<file path="src/rtl/a2s_handshake_rx.sv">
// Four-phase asynchronous handshake receiver: synchronises the request, captures bundled
// data into a first-word-fall-through FIFO and acknowledges once the word is stored.
module a2s_handshake_rx #(
    parameter int DW          = 64,
    parameter int DEPTH       = 4,
    parameter int SYNC_STAGES = 2
) (
    input  logic                         CLK,
    input  logic                         RESET,
    input  logic                         Si,
    output logic                         So,
    input  logic [DW-1:0]                Din,
    output logic [DW-1:0]                Dout,
    output logic                         Dout_valid,
    input  logic                         Dout_ready,
    output logic [$clog2(DEPTH+1)-1:0]   Occupancy,
    output logic                         Stall,
    output logic [31:0]                  RxCount
);

    localparam int AW = $clog2(DEPTH);
    localparam int OW = $clog2(DEPTH + 1);
    localparam logic [OW-1:0] FULL_OCC = OW'(DEPTH);

    typedef enum logic {
        IDLE = 1'b0,
        ACK  = 1'b1
    } state_t;

    logic [SYNC_STAGES-1:0] sync_q;
    logic                   si_s;
    state_t                 state_q;
    logic                   so_q;
    logic                   stall_q;
    logic [31:0]            rxcount_q;

    logic [DW-1:0]          mem_q [DEPTH];
    logic [AW-1:0]          wr_ptr_q, wr_ptr_d;
    logic [AW-1:0]          rd_ptr_q, rd_ptr_d;
    logic [OW-1:0]          occ_q, occ_d;
    logic                   full;
    logic                   wr_en;
    logic                   rd_en;

    // Only the last synchroniser stage may feed logic; earlier stages can be metastable.
    always_ff @(posedge CLK) begin
        if (RESET) begin
            sync_q <= '0;
        end else begin
            sync_q <= {sync_q[SYNC_STAGES-2:0], Si};
        end
    end

    assign si_s = sync_q[SYNC_STAGES-1];

    // Full uses the registered occupancy, so a same-cycle pop cannot admit a write.
    assign full  = (occ_q == FULL_OCC);
    assign wr_en = (state_q == IDLE) && si_s && !full;
    assign rd_en = (occ_q != '0) && Dout_ready;

    always_ff @(posedge CLK) begin
        if (RESET) begin
            state_q   <= IDLE;
            so_q      <= 1'b0;
            stall_q   <= 1'b0;
            rxcount_q <= '0;
        end else begin
            stall_q <= 1'b0;
            case (state_q)
                IDLE: begin
                    if (si_s) begin
                        if (!full) begin
                            state_q   <= ACK;
                            so_q      <= 1'b1;
                            rxcount_q <= rxcount_q + 32'd1;
                        end else begin
                            stall_q <= 1'b1;
                        end
                    end
                end
                ACK: begin
                    if (!si_s) begin
                        state_q <= IDLE;
                        so_q    <= 1'b0;
                    end
                end
                default: begin
                    state_q <= IDLE;
                    so_q    <= 1'b0;
                end
            endcase
        end
    end

    always_comb begin
        occ_d    = occ_q;
        wr_ptr_d = wr_en ? wr_ptr_q + AW'(1) : wr_ptr_q;
        rd_ptr_d = rd_en ? rd_ptr_q + AW'(1) : rd_ptr_q;
        case ({wr_en, rd_en})
            2'b10:   occ_d = occ_q + OW'(1);
            2'b01:   occ_d = occ_q - OW'(1);
            default: occ_d = occ_q;
        endcase
    end

    always_ff @(posedge CLK) begin
        if (RESET) begin
            wr_ptr_q <= '0;
            rd_ptr_q <= '0;
            occ_q    <= '0;
        end else begin
            wr_ptr_q <= wr_ptr_d;
            rd_ptr_q <= rd_ptr_d;
            occ_q    <= occ_d;
        end
    end

    always_ff @(posedge CLK) begin
        if (wr_en && !RESET) begin
            mem_q[wr_ptr_q] <= Din;
        end
    end

    // Storage is not reset; masking keeps Dout at zero whenever nothing is held.
    assign Dout_valid = (occ_q != '0);
    assign Dout       = Dout_valid ? mem_q[rd_ptr_q] : '0;
    assign So         = so_q;
    assign Stall      = stall_q;
    assign RxCount    = rxcount_q;
    assign Occupancy  = occ_q;

endmodule

</file>
<file path="config.mk">
export PLATFORM = sky130hd
export DESIGN_NAME = a2s_handshake_rx
export DESIGN_NICKNAME = d
export VERILOG_FILES = /design/src/rtl/a2s_handshake_rx.sv
export SDC_FILE = /design/constraint.sdc
export NUM_CORES = 1
export LEC_CHECK = 0
export CORE_ASPECT_RATIO = 1.1
export CORE_MARGIN = 4
export CORE_UTILIZATION = 30
export CTS_BUF_LIST = sky130_fd_sc_hd__clkbuf_8
export CTS_CLUSTER_SIZE = 24
export DETAILED_ROUTE_END_ITERATION = 16
export DONT_BUFFER_PORTS = 1
export PLACE_DENSITY = 0.42
export SYNTH_ARGS = -nofsm -noshare
export SYNTH_HDL_FRONTEND = slang
export SYNTH_SLANG_ARGS = --single-unit
</file>
<file path="constraint.sdc">
create_clock -name CLK -period 2.94 [get_ports CLK]
set_input_delay 0.441 -clock CLK [delete_from_list [all_inputs] [get_ports CLK]]
set_output_delay 0.441 -clock CLK [all_outputs]
set_load 0.05 [all_outputs]
</file>
# == Word level (Yosys, flattened, before mapping) ==
# Memory sizes are Yosys's and may differ from the RTL's. A register that Yosys moved wholly into a read port is not among the register bits.
# Cells that the tools add are included.
# totals
ram_bits,256
mem_count,1
reg_bits,44
# memory_table
name,words,width,read_ports,rd_ports_with_merged_regs,write_ports,line_no,source
mem_q,4,64,1,1,1,37,logic [DW-1:0] mem_q [DEPTH];
# op_classes
n_mux,15
addsub,5
bitwise,3
eq_ne,6
reduce_logical,11
# op_table
op,n
64-bit two-way mux,1
32-bit by 1-bit adder with 32-bit output (second input constant),1
1-bit two-way mux,9
2-bit != test (second input constant),3
3-bit one-hot mux with 2 select lines,1
3-bit AND reduction,2
2-bit by 1-bit adder with 2-bit output (second input constant),2
1-bit logical AND,4
2-bit two-way mux,2
1-bit one-hot mux with 2 select lines,2
3-bit by 1-bit adder with 3-bit output (second input constant),1
3-bit equality test (second input constant),1
1-bit NOT,3
3-bit nonzero test,1
3-bit OR reduction,1
3-bit by 1-bit subtractor with 3-bit output (second input constant),1
2-bit by 1-bit equality test with 1-bit output (second input constant),1
2-bit equality test (second input constant),1
1-bit zero test,2
2-bit nonzero test,1

# == Longest topological paths before layout ==
# Gate-level depths: netlist (run 1).
# depth
word_depth,6
depth_mapped,9
ltp_nobuf,9

# == Worst setup path after synthesis (run 1) ==
# Ideal clock, no wire load.
# synth_timing
path_kind,reg-to-reg
start,"reg occ_q[0], in the netlist Occupancy[0]"
end,"mem mem_q[0][0], enable pin"
arrival_time_ns,3.131
n_path_buf,0
setup_ns,0.429
path_slack_ns,-0.620
period_less_slack_ns,3.560
stages_incl_launch_ff,6
required_ns,2.511
path_cell_list,dfxtp_1 nor3b_2 nor2_1 inv_1 nor2_1 and2_1
# synth_via
elab_chain_len,6
# synth_lines
element,line_no,source
from (decl),40,"logic [OW-1:0] occ_q, occ_d;"
from (signal assigned),110,occ_q <= '0;
from (signal assigned),114,occ_q <= occ_d;
3-bit equality test,57,assign full = (occ_q == FULL_OCC);
1-bit zero test,-,
1-bit logical AND,58,assign wr_en = (state_q == IDLE) && si_s && !full;
1-bit logical AND,119,if (wr_en && !RESET) begin
1-bit two-way mux,119,
1-bit two-way mux (not written as such),120,mem_q[wr_ptr_q] <= Din;
to (decl),37,
# Every way passes these cells.

# == Final worst setup path (run 1) ==
# layout_timing
start,"reg occ_q[2], in the netlist Occupancy[2]"
end,out Dout[63]
# layout_via
elab_chain_len,2
# layout_lines
element,line_no,source
3-bit nonzero test,125,assign Dout_valid = (occ_q != '0);
named net Dout_valid,14,"output logic Dout_valid,"
64-bit two-way mux,126,assign Dout = Dout_valid ? mem_q[rd_ptr_q] : '0;
to (decl),13,"output logic [DW-1:0] Dout,"
# The timed path passes the listed nets, and every way through them passes these cells.

==> results of run 1 <==
layout by cell type, fill, tap and decap left out, drive strengths merged:
| master | instances |
|---|---|
| and4 | 1 |
| o31ai | 1 |
| or3 | 4 |
| edfxtp | 256 |
| dfxtp | 46 |
| dlygate4sd3 | 65 |
| nor2 | 40 |
| or3b | 1 |
| nor2b | 2 |
| nor3b | 1 |
| nand2 | 14 |
| buf | 54 |
| clkbuf | 58 |
| nand2b | 2 |
| clkinvlp | 2 |
| or4 | 1 |
| xnor2 | 6 |
| nor3 | 4 |
| inv | 20 |
| nand4 | 18 |
| xor2 | 27 |
| and3 | 5 |
| o21ai | 4 |
| fa | 1 |
| and2 | 70 |
| nand3 | 8 |
| mux4 | 64 |
| diode | 1 |
| a21oi | 9 |
| bufinv | 1 |
| ha | 6 |
| clkinv | 22 |
| nor4 | 2 |
worst max-delay path, stage by stage (launching register included):
cell and delay, ps:
dfxtp_1 300, buf_4 200, or3_2 540, buf_12 240, and2_1 220, buf_4 200
sequential cells by signal, indices dropped and copies added (netlist names), named ones only:
register	count
sync_q	2
wr_ptr_q	2
rd_ptr_q	2
mem_q	256
RxCount	32
state_q	1
Occupancy	3
So	1
Stall	1
power groups by stage:
stage | Clock [uW] | Combinational [uW] | Sequential, uW
6_report | 3570 | 2790 | 4740
5_1_grt | 3930 | 2950 | 4740
4_1_cts | 3740 | 2870 | 4740
3_5_place_dp | 0 | 2740 | 4830
3_3_place_gp | 0 | 2710 | 4830
2_1_floorplan | 0 | 2200 | 4850
metrics by stage:
| step | worst slack, ps | hold slack, ps | total power (uW) | utilization (%) |
|---|---|---|---|---|
| global route | 60.90 | 118.8 | 11620 | 37.58 |
| finish | 194.3 | 157.9 | 11100 | 37.58 |
| floorplan | 79.19 | 411.6 | 7051 | - |
| global placement | 448.4 | 430.2 | 7540 | 33.25 |
| detailed placement | 299.9 | 425.6 | 7567 | 33.25 |
| CTS | 98.61 | 91.32 | 11340 | 37.57 |
cell usage after synthesis, types with 2 or more instances:
master      n
xnor2_1     6
mux4_2     64
a21oi_1     9
xor2_1     27
inv_1       9
buf_2       8
o21ai_0     4
nor3_1      3
edfxtp_1  256
dfxtp_1    46
and3_2      2
or3_1       4
nand4_1    17
ha_1        6
nand3_1     7
and3_1      3
nor2_1     40
nand2b_1    2
nor2b_1     2
clkbuf_1   20
and2_1     70
nand2_1    14
cells by family after synthesis:
kind of cell | synth area share [%]
flops | 73.90
xor+xnor | 2.481
mux | 12.37
simple gates | 8.528
fa+ha+maj | 0.8163
buf+inv | 1.278
compound gates | 0.6230
area by class of cell:
type / count / area (sq um)
well taps: 500 / 625.6
diodes: 1 / 2.502
clock inverters: 36 / 182.7
multi-input cells: 291 / 2909
repair buffers: 119 / 1219
clock buffers: 58 / 798.3
inverters: 9 / 33.78
flip-flops and latches: 302 / 8616
fillers: 3564 / 23900
layer usage:
layer,vias up,track usage [%],wire length [um]
met5,-,0,27
met4,4,3.468,541
met3,49,4.934,2007
met2,184,22.63,13930
met1,3114,14.36,10410
li1,2732,-,-
path summary, 6_finish.rpt:
path | to | from | cells after the start | slack [ps]
max reg2reg | mem_q[3][51]$_DFFE_PP_ | state_q$_SDFF_PP0_ | 6 | 330
min reg2reg | sync_q[1]$_SDFF_PP0_ | sync_q[0]$_SDFF_PP0_ | 1 | 430
max | Dout[63] | Occupancy[2]$_SDFFE_PP0P_ | 5 | 190
min | RxCount[28]$_SDFFE_PP0P_ | RESET | 2 | 160
==> impl_metrics.tcl, run 1 <==
set metrics [dict create \
    synth_edf_count 256 \
    power.share.clock_pct 32.1 \
    cts_tree "yes" \
    ys_seq_area_share_pct 73.90 \
    cts_setup_buffers 0 \
    hpwl_mm 17.42 \
    clkSinkCount 302 \
    grt_pass1_vias 6871 \
    cts_max_level 2 \
    syn_to_final_growth_pct 23.50 \
    grt_antenna_before_repair 4 \
    yosys-top-cells-area "edfxtp_1, mux4_2, dfxtp_1" \
    p_switching_uw 3727 \
    via_per_inst 4.622 \
    syn_area_per_cell_sq_um 18.49 \
    placed_cell_area_sq_um 12730 \
    synth_top_cell_by_area "edfxtp_1" \
    syn-instance-count 630 \
    cts_buffers 52 \
    grt_max_degree 66 \
    relSlewSlack_pct 58.32 \
    timing.fmax_ghz 0.3642 \
    synth_warnings 0 \
    layout_min_cycle_time_ps 2746 \
    comb_power_share_pct 25.2 \
    worstMarginPinSlew_ps 624.3 \
    p_int_uw 7370 \
    ys_types 33 \
    min_period_over_period_pct 93.39 \
    die-area_sq_um 42050 \
    drt_iter0_drc 239 \
    clock_latency_ps 600 \
    setup_tns_ps 0 \
    io_buffer_count 0 \
    grt_overflow 0 \
    cp-end-kind "primary output" \
    die_w_um 195.9 \
    wl_mm 26.92 \
    status "finished, final reports clean" \
    vias 6083 \
    synth_fp_nets 705 \
    track_usage_pct 12.77 \
    setup_viol 0 \
    synthArstFlopShare_pct 0 \
    switching_share_pct 33.58 \
    holdBufCountCts 66 \
    power.density_nw_per_um2 771.3 \
    netlist_area_sq_um 11650 \
    skew_ps 18.45 \
    power.leakage_uw 0.004714 \
    synth_seq_cells 302 \
    crit_type "register to primary output" \
    dp_cells 1155 \
    nNetsFinal 850 \
    place_congestion 0.7180 \
    cp.arrival_ps 2300 \
    vdd_ir_drop_max_mv 0.4104 \
    start_util_pct 30.42 \
    rsz0062_at_grt "false" \
    cts_resized 0 \
    drc 0 \
    cap_viol_max_count 0 \
    path_max_fanout 65 \
    hold_viol 0 \
    path_clk_slew_ps 60 \
    crit_path_start_kind "register" \
    ys.flop_type "edfxtp_1" \
    core_sq_um 38290 \
    cts-root-buf "clkbuf_8" \
    drive_above_1_share_pct 25.40 \
    maxSlewViolCount 0 \
    post_drt_wl_per_cell_um 20.46 \
    grt_first_pass_wirelength_mm 41.22 \
    cp.required_ps 2500 \
    hold_class "primary input to register" \
    final_cells 1316 \
    num_rows 75 \
    power_frac_seq_pct 42.7 \
    clockBufferDepth 3 \
    dr.pass1.iters 4 \
    ant_nets 0 \
    ios 170 \
    final_area_sq_um 14390 \
    synth_top_cell_area_share_pct 65.99 \
    die_h_um 214.7 \
]
(Power assumes the default switching activity.)
==> run 2, diff against run 1 <==
- CORE_UTILIZATION: 30 -> 40
- PLACE_DENSITY: 0.42 -> 0.53
==> run 2 against run 1 <==
Sequential share of layout area barely moved. Setup slack improved by 27 ps. Clock skew fell by 6.2 ps. Clock-buffer cell count fell by 7. Die area fell by 24%. Largest cell class unchanged. Largest power group unchanged.
==> impl_metrics.tcl, run 2 (synthesis results as in run 1) <==
set metrics [dict create \
    ant_nets 0 \
    cap_viol_max_count 0 \
    nFillCells 2423 \
    relSlewSlack_pct 57.55 \
    setup_tns_ps 0 \
    power.leakage_uw 0.004918 \
    grt_first_pass_wirelength_mm 37.96 \
    final_common_cell "edfxtp_1" \
    clockBufferDepth 3 \
    wl_mm 24.15 \
    hold_class "primary input to register" \
    hpwl_mm 15.31 \
    power.share.clock_pct 28.6 \
    nNetsFinal 894 \
    path_max_fanout 35 \
    dr.pass1.iters 4 \
    skew_ps 12.24 \
    drt_iter0_drc 365 \
    holdBufCountCts 66 \
    grt_pass1_vias 6896 \
    power_frac_seq_pct 43.4 \
    grt_overflow 0 \
    cp-end-kind "primary output" \
    setup_viol 0 \
    post_drt_wl_per_cell_um 19.70 \
    rsz0062_at_grt "false" \
    crit_type "register to primary output" \
    p_int_uw 7345 \
    cts_tree "yes" \
    grt_max_degree 44 \
    p_switching_uw 3600 \
    clock_latency_ps 540 \
    place_congestion 0.7383 \
    timing.fmax_ghz 0.3679 \
    cts-root-buf "clkbuf_8" \
    path_clk_slew_ps 60 \
    vdd_ir_drop_max_mv 0.4814 \
    drive_above_1_share_pct 28.21 \
    num_rows 65 \
    cts_setup_buffers 0 \
    largest_reg_flops 256 \
    grt_antenna_before_repair 0 \
    comb_power_share_pct 28.0 \
    die_w_um 170.7 \
    via_per_inst 5.038 \
    cts_buffers 49 \
    track_usage_pct 15.03 \
    layout_min_cycle_time_ps 2718 \
    worstMarginPinSlew_ps 635.9 \
    switching_share_pct 32.89 \
    maxSlewViolCount 0 \
    start_util_pct 40.58 \
    io_buffer_count 0 \
    clkSinkCount 302 \
    insertedDiodeCount 0 \
    min_period_over_period_pct 92.46 \
    hold_viol 0 \
    die_h_um 187.0 \
    die-area_sq_um 31920 \
    post-route-util_pct 50.08 \
    cp.required_ps 2500 \
    cts_resized 0 \
    ios 170 \
    crit_path_start_kind "register" \
    cts_max_level 2 \
    power.density_nw_per_um2 761.3 \
    status "finished, final reports clean" \
    syn_to_final_growth_pct 23.43 \
    dp_cells 1070 \
    core_sq_um 28710 \
    largest_register "mem_q" \
    final_cells 1226 \
    final_cell_mix "edfxtp_1, buf_4, and2_1" \
    cp.arrival_ps 2280 \
    drc 0 \
    vias 6177 \
]
run 2: cell count changes in the layout (fill, tap and decap cells not counted):
cell / previous run / this run
clkinv_1: 11 / 10
clkinvlp_4: 2 / 1
clkbuf_8: 58 / 51
clkinv_2: 11 / 8
inv_1: 20 / 29
bufinv_16: 1 / 0
buf_4: 41 / 94
buf_12: 13 / 7
diode_2: 1 / 0
run 2: layer usage:
layer / vias up / routed length [um] / track usage (%)
li1: 2814 / - / -
met1: 3161 / 9233 / 17.44
met3: 44 / 1552 / 4.375
met4: 0 / 512 / 4.578
met5: - / 0 / 0
met2: 158 / 12860 / 26.81
run 2: worst max-delay path, cell delays in order, from the launching register on:
cell and delay, ps:
dfxtp_4 700, buf_4 320, mux4_2 320, and2_1 180, buf_4 190
run 2: path summary, 6_finish.rpt:
check | cells after the start | end | slack (ps) | startpoint
max | 4 | Dout[25] | 220 | register
min | 2 | Stall$_SDFF_PP0_ | 110 | RESET
max reg2reg | 10 | Occupancy[2]$_SDFFE_PP0P_ | 650 | Occupancy[0]$_SDFFE_PP0P_
min reg2reg | 1 | sync_q[1]$_SDFF_PP0_ | 430 | sync_q[0]$_SDFF_PP0_
run 2: final cells by class:
class / count / area, sq um / share of cell area (%)
Sequential cell: 302 / 8616 / 59.93
Timing Repair Buffer: 166 / 1496 / 10.41
Clock buffer: 51 / 701.9 / 4.882
Tap cell: 368 / 460.4 / 3.203
Multi-Input combinational cell: 291 / 2909 / 20.23
Inverter: 9 / 33.78 / 0.2350
Clock inverter: 39 / 160.2 / 1.114
run 2: metrics by stage:
stage / worst slack [ps] / instance area (sq um) / total power, uW / hold slack [ps]
detailed placement: 663.9 / 12840 / 7855 / 423.9
CTS: 142.4 / 14380 / 11150 / 67.42
global placement: 711.4 / 12840 / 7833 / 428.2
floorplan: 79.19 / 11650 / 7051 / 411.6
finish: 221.6 / 14380 / 10940 / 108.1
global route: 81.77 / 14380 / 11470 / 93.14
run 2: power groups by stage:
stage                     clock network, uW  logic, uW  registers [uW]
final                                  3130       3060            4750
after global routing                   3470       3250            4760
after CTS                              3260       3140            4750
after detailed placement                  0       3010            4840
after global placement                    0       2990            4840
after floorplan                           0       2200            4850
==> run 3, diff against run 2 <==
==> constraint.sdc (replaced) <==
create_clock -name CLK -period 2.2 [get_ports CLK]
set_input_delay 0 -clock CLK [delete_from_list [all_inputs] [get_ports CLK]]
set_output_delay 0 -clock CLK [all_outputs]
set_load 0.01 [all_outputs]
==> run 3 against run 2 <==
Wire length is 0.22% lower. Critical path depth up 4. Clock skew barely moved. Clock power is 35% higher. Total power rose by 17%. Largest power group unchanged.
==> impl_metrics.tcl, run 3 (synthesis results as in run 1) <==
set metrics [dict create \
    cts_resized 0 \
    power_frac_seq_pct 49.7 \
    drt-met1-wl_mm 9.580 \
    largest_register "mem_q" \
    cts-root-buf "clkbuf_8" \
    p_switching_uw 3303 \
    rsz0062_at_grt "false" \
    insertedDiodeCount 0 \
    maxSlewViolCount 0 \
    cp.arrival_ps 2560 \
    die-area_sq_um 31920 \
    relSlewSlack_pct 56.19 \
    crit_type "register to register" \
    grt_antenna_before_repair 0 \
    drc 0 \
    cts_max_level 2 \
    dr.pass1.iters 4 \
    clkSinkCount 302 \
    comb_power_share_pct 17.3 \
    setup_viol 0 \
    critPathTopFamily "simple AND/OR/NAND/NOR gates" \
    grt_max_degree 66 \
    final_cells 1159 \
    hpwl_mm 15.33 \
    drive_above_1_share_pct 22.76 \
    met3_length_mm 1.796 \
    worstMarginPinSlew_ps 657.2 \
    layout_min_cycle_time_ps 2081 \
    via_per_inst 5.153 \
    cp_num_buf_inv 1 \
    cap_viol_max_count 0 \
    largest_reg_flops 256 \
    dp_cells 1007 \
    hold_class "primary input to register" \
    setup_tns_ps 0 \
    vias 5972 \
    switching_share_pct 25.84 \
    met2_length_mm 12.39 \
    status "finished, final reports clean" \
    cts_buffers 48 \
    min_period_over_period_pct 94.60 \
    core_sq_um 28710 \
    path_clk_slew_ps 60 \
    syn_to_final_growth_pct 20.76 \
    crit_path_start_kind "register" \
    die_h_um 187.0 \
    cp.required_ps 2680 \
    num_rows 65 \
    post_drt_wl_per_cell_um 20.79 \
    path_cells "or3_2, and2_1, ha_1, inv_1, fa_1, xor2_1, or3_1, a21oi_1" \
    start_util_pct 40.58 \
    skew_ps 12.12 \
    setup_ws_ps 118.8 \
    vdd_ir_drop_max_mv 0.4684 \
    final_common_cell "edfxtp_1" \
    power.share.clock_pct 33.0 \
    cp-end-kind "register" \
    ant_nets 0 \
    final_cell_mix "edfxtp_1, dlygate4sd3_1, and2_1" \
    clock_latency_ps 550 \
    power.leakage_uw 0.004609 \
    wl_mm 24.10 \
    track_usage_pct 15.25 \
    critPathSlowestCell "or3_2" \
    place_congestion 0.7908 \
    grt_overflow 0 \
    ios 170 \
    die_w_um 170.7 \
    path_max_fanout 3 \
    clockBufferDepth 3 \
    io_buffer_count 0 \
    nNetsFinal 833 \
    slowest_delay_ps 470 \
    top_layer_used "met4" \
    post-route-util_pct 49.00 \
    hold_viol 0 \
    drt_iter0_drc 355 \
    dp_slack_ps 129.2 \
    grt_first_pass_wirelength_mm 38.12 \
    power.density_nw_per_um2 908.5 \
    p_int_uw 9478 \
    timing.fmax_ghz 0.4805 \
    cts_tree "yes" \
    grt_pass1_vias 6713 \
]
run 3: changes by cell type in the layout (fill, tap and decap cells not counted), sizes merged:
cell,before,now
clkinvlp,1,0
bufinv,0,1
clkinv,18,13
buf,101,39
clkbuf,51,50
inv,29,28
dlygate4sd3,65,67
run 3: per-stage QoR:
step / area [sq um] / total power [uW] / hold slack [ps]
floorplan: 11670 / 8009 / 98.87
CTS: 14070 / 13050 / 98.38
global route: 14070 / 13480 / 127.2
detailed placement: 12510 / 8584 / 71.59
global placement: 12510 / 8547 / 69.70
finish: 14070 / 12780 / 141.6
run 3: power groups by stage:
stage | sequential, uW | combinational, uW | clock, uW
3_5_place_dp | 6520 | 2070 | 0
2_1_floorplan | 6440 | 1570 | 0
5_1_grt | 6360 | 2430 | 4690
3_3_place_gp | 6510 | 2030 | 0
4_1_cts | 6350 | 2310 | 4380
6_report | 6350 | 2210 | 4220
run 3: what timing repair did:
| action | CTS | global route |
|---|---|---|
| hold buffers | 68 | 0 |
| hold endpoints to repair | 307 | 0 |
| endpoints found under the setup margin | 5 | 0 |
| buffers inserted | 1 | 0 |
run 3: cell type report:
cell class              instances  area [sq um]
inverters                       9         33.78
multi-input cells             291          2918
clock buffers                  50         688.2
fillers                      2441         14640
repair buffers                106          1189
well taps                     368         460.4
clock inverters                33         162.7
flip-flops and latches        302          8616
run 3: worst paths after layout:
kind / startpoint / endpoint / slack, ps / depth (start not counted)
min: Si / sync_q[0]$_SDFF_PP0_ / 140 / 2
min reg2reg: sync_q[0]$_SDFF_PP0_ / sync_q[1]$_SDFF_PP0_ / 440 / 1
max reg2reg: Occupancy[0]$_SDFFE_PP0P_ / Occupancy[2]$_SDFFE_PP0P_ / 120 / 8
max: Occupancy[0]$_SDFFE_PP0P_ / Occupancy[2]$_SDFFE_PP0P_ / 120 / 8
run 3: layer usage:
metal  vias up  GRT usage [%]
met5         -              0
li1       2692              -
met3        29          5.115
met2       174          25.93
met4         0          4.147
met1      3077          18.66
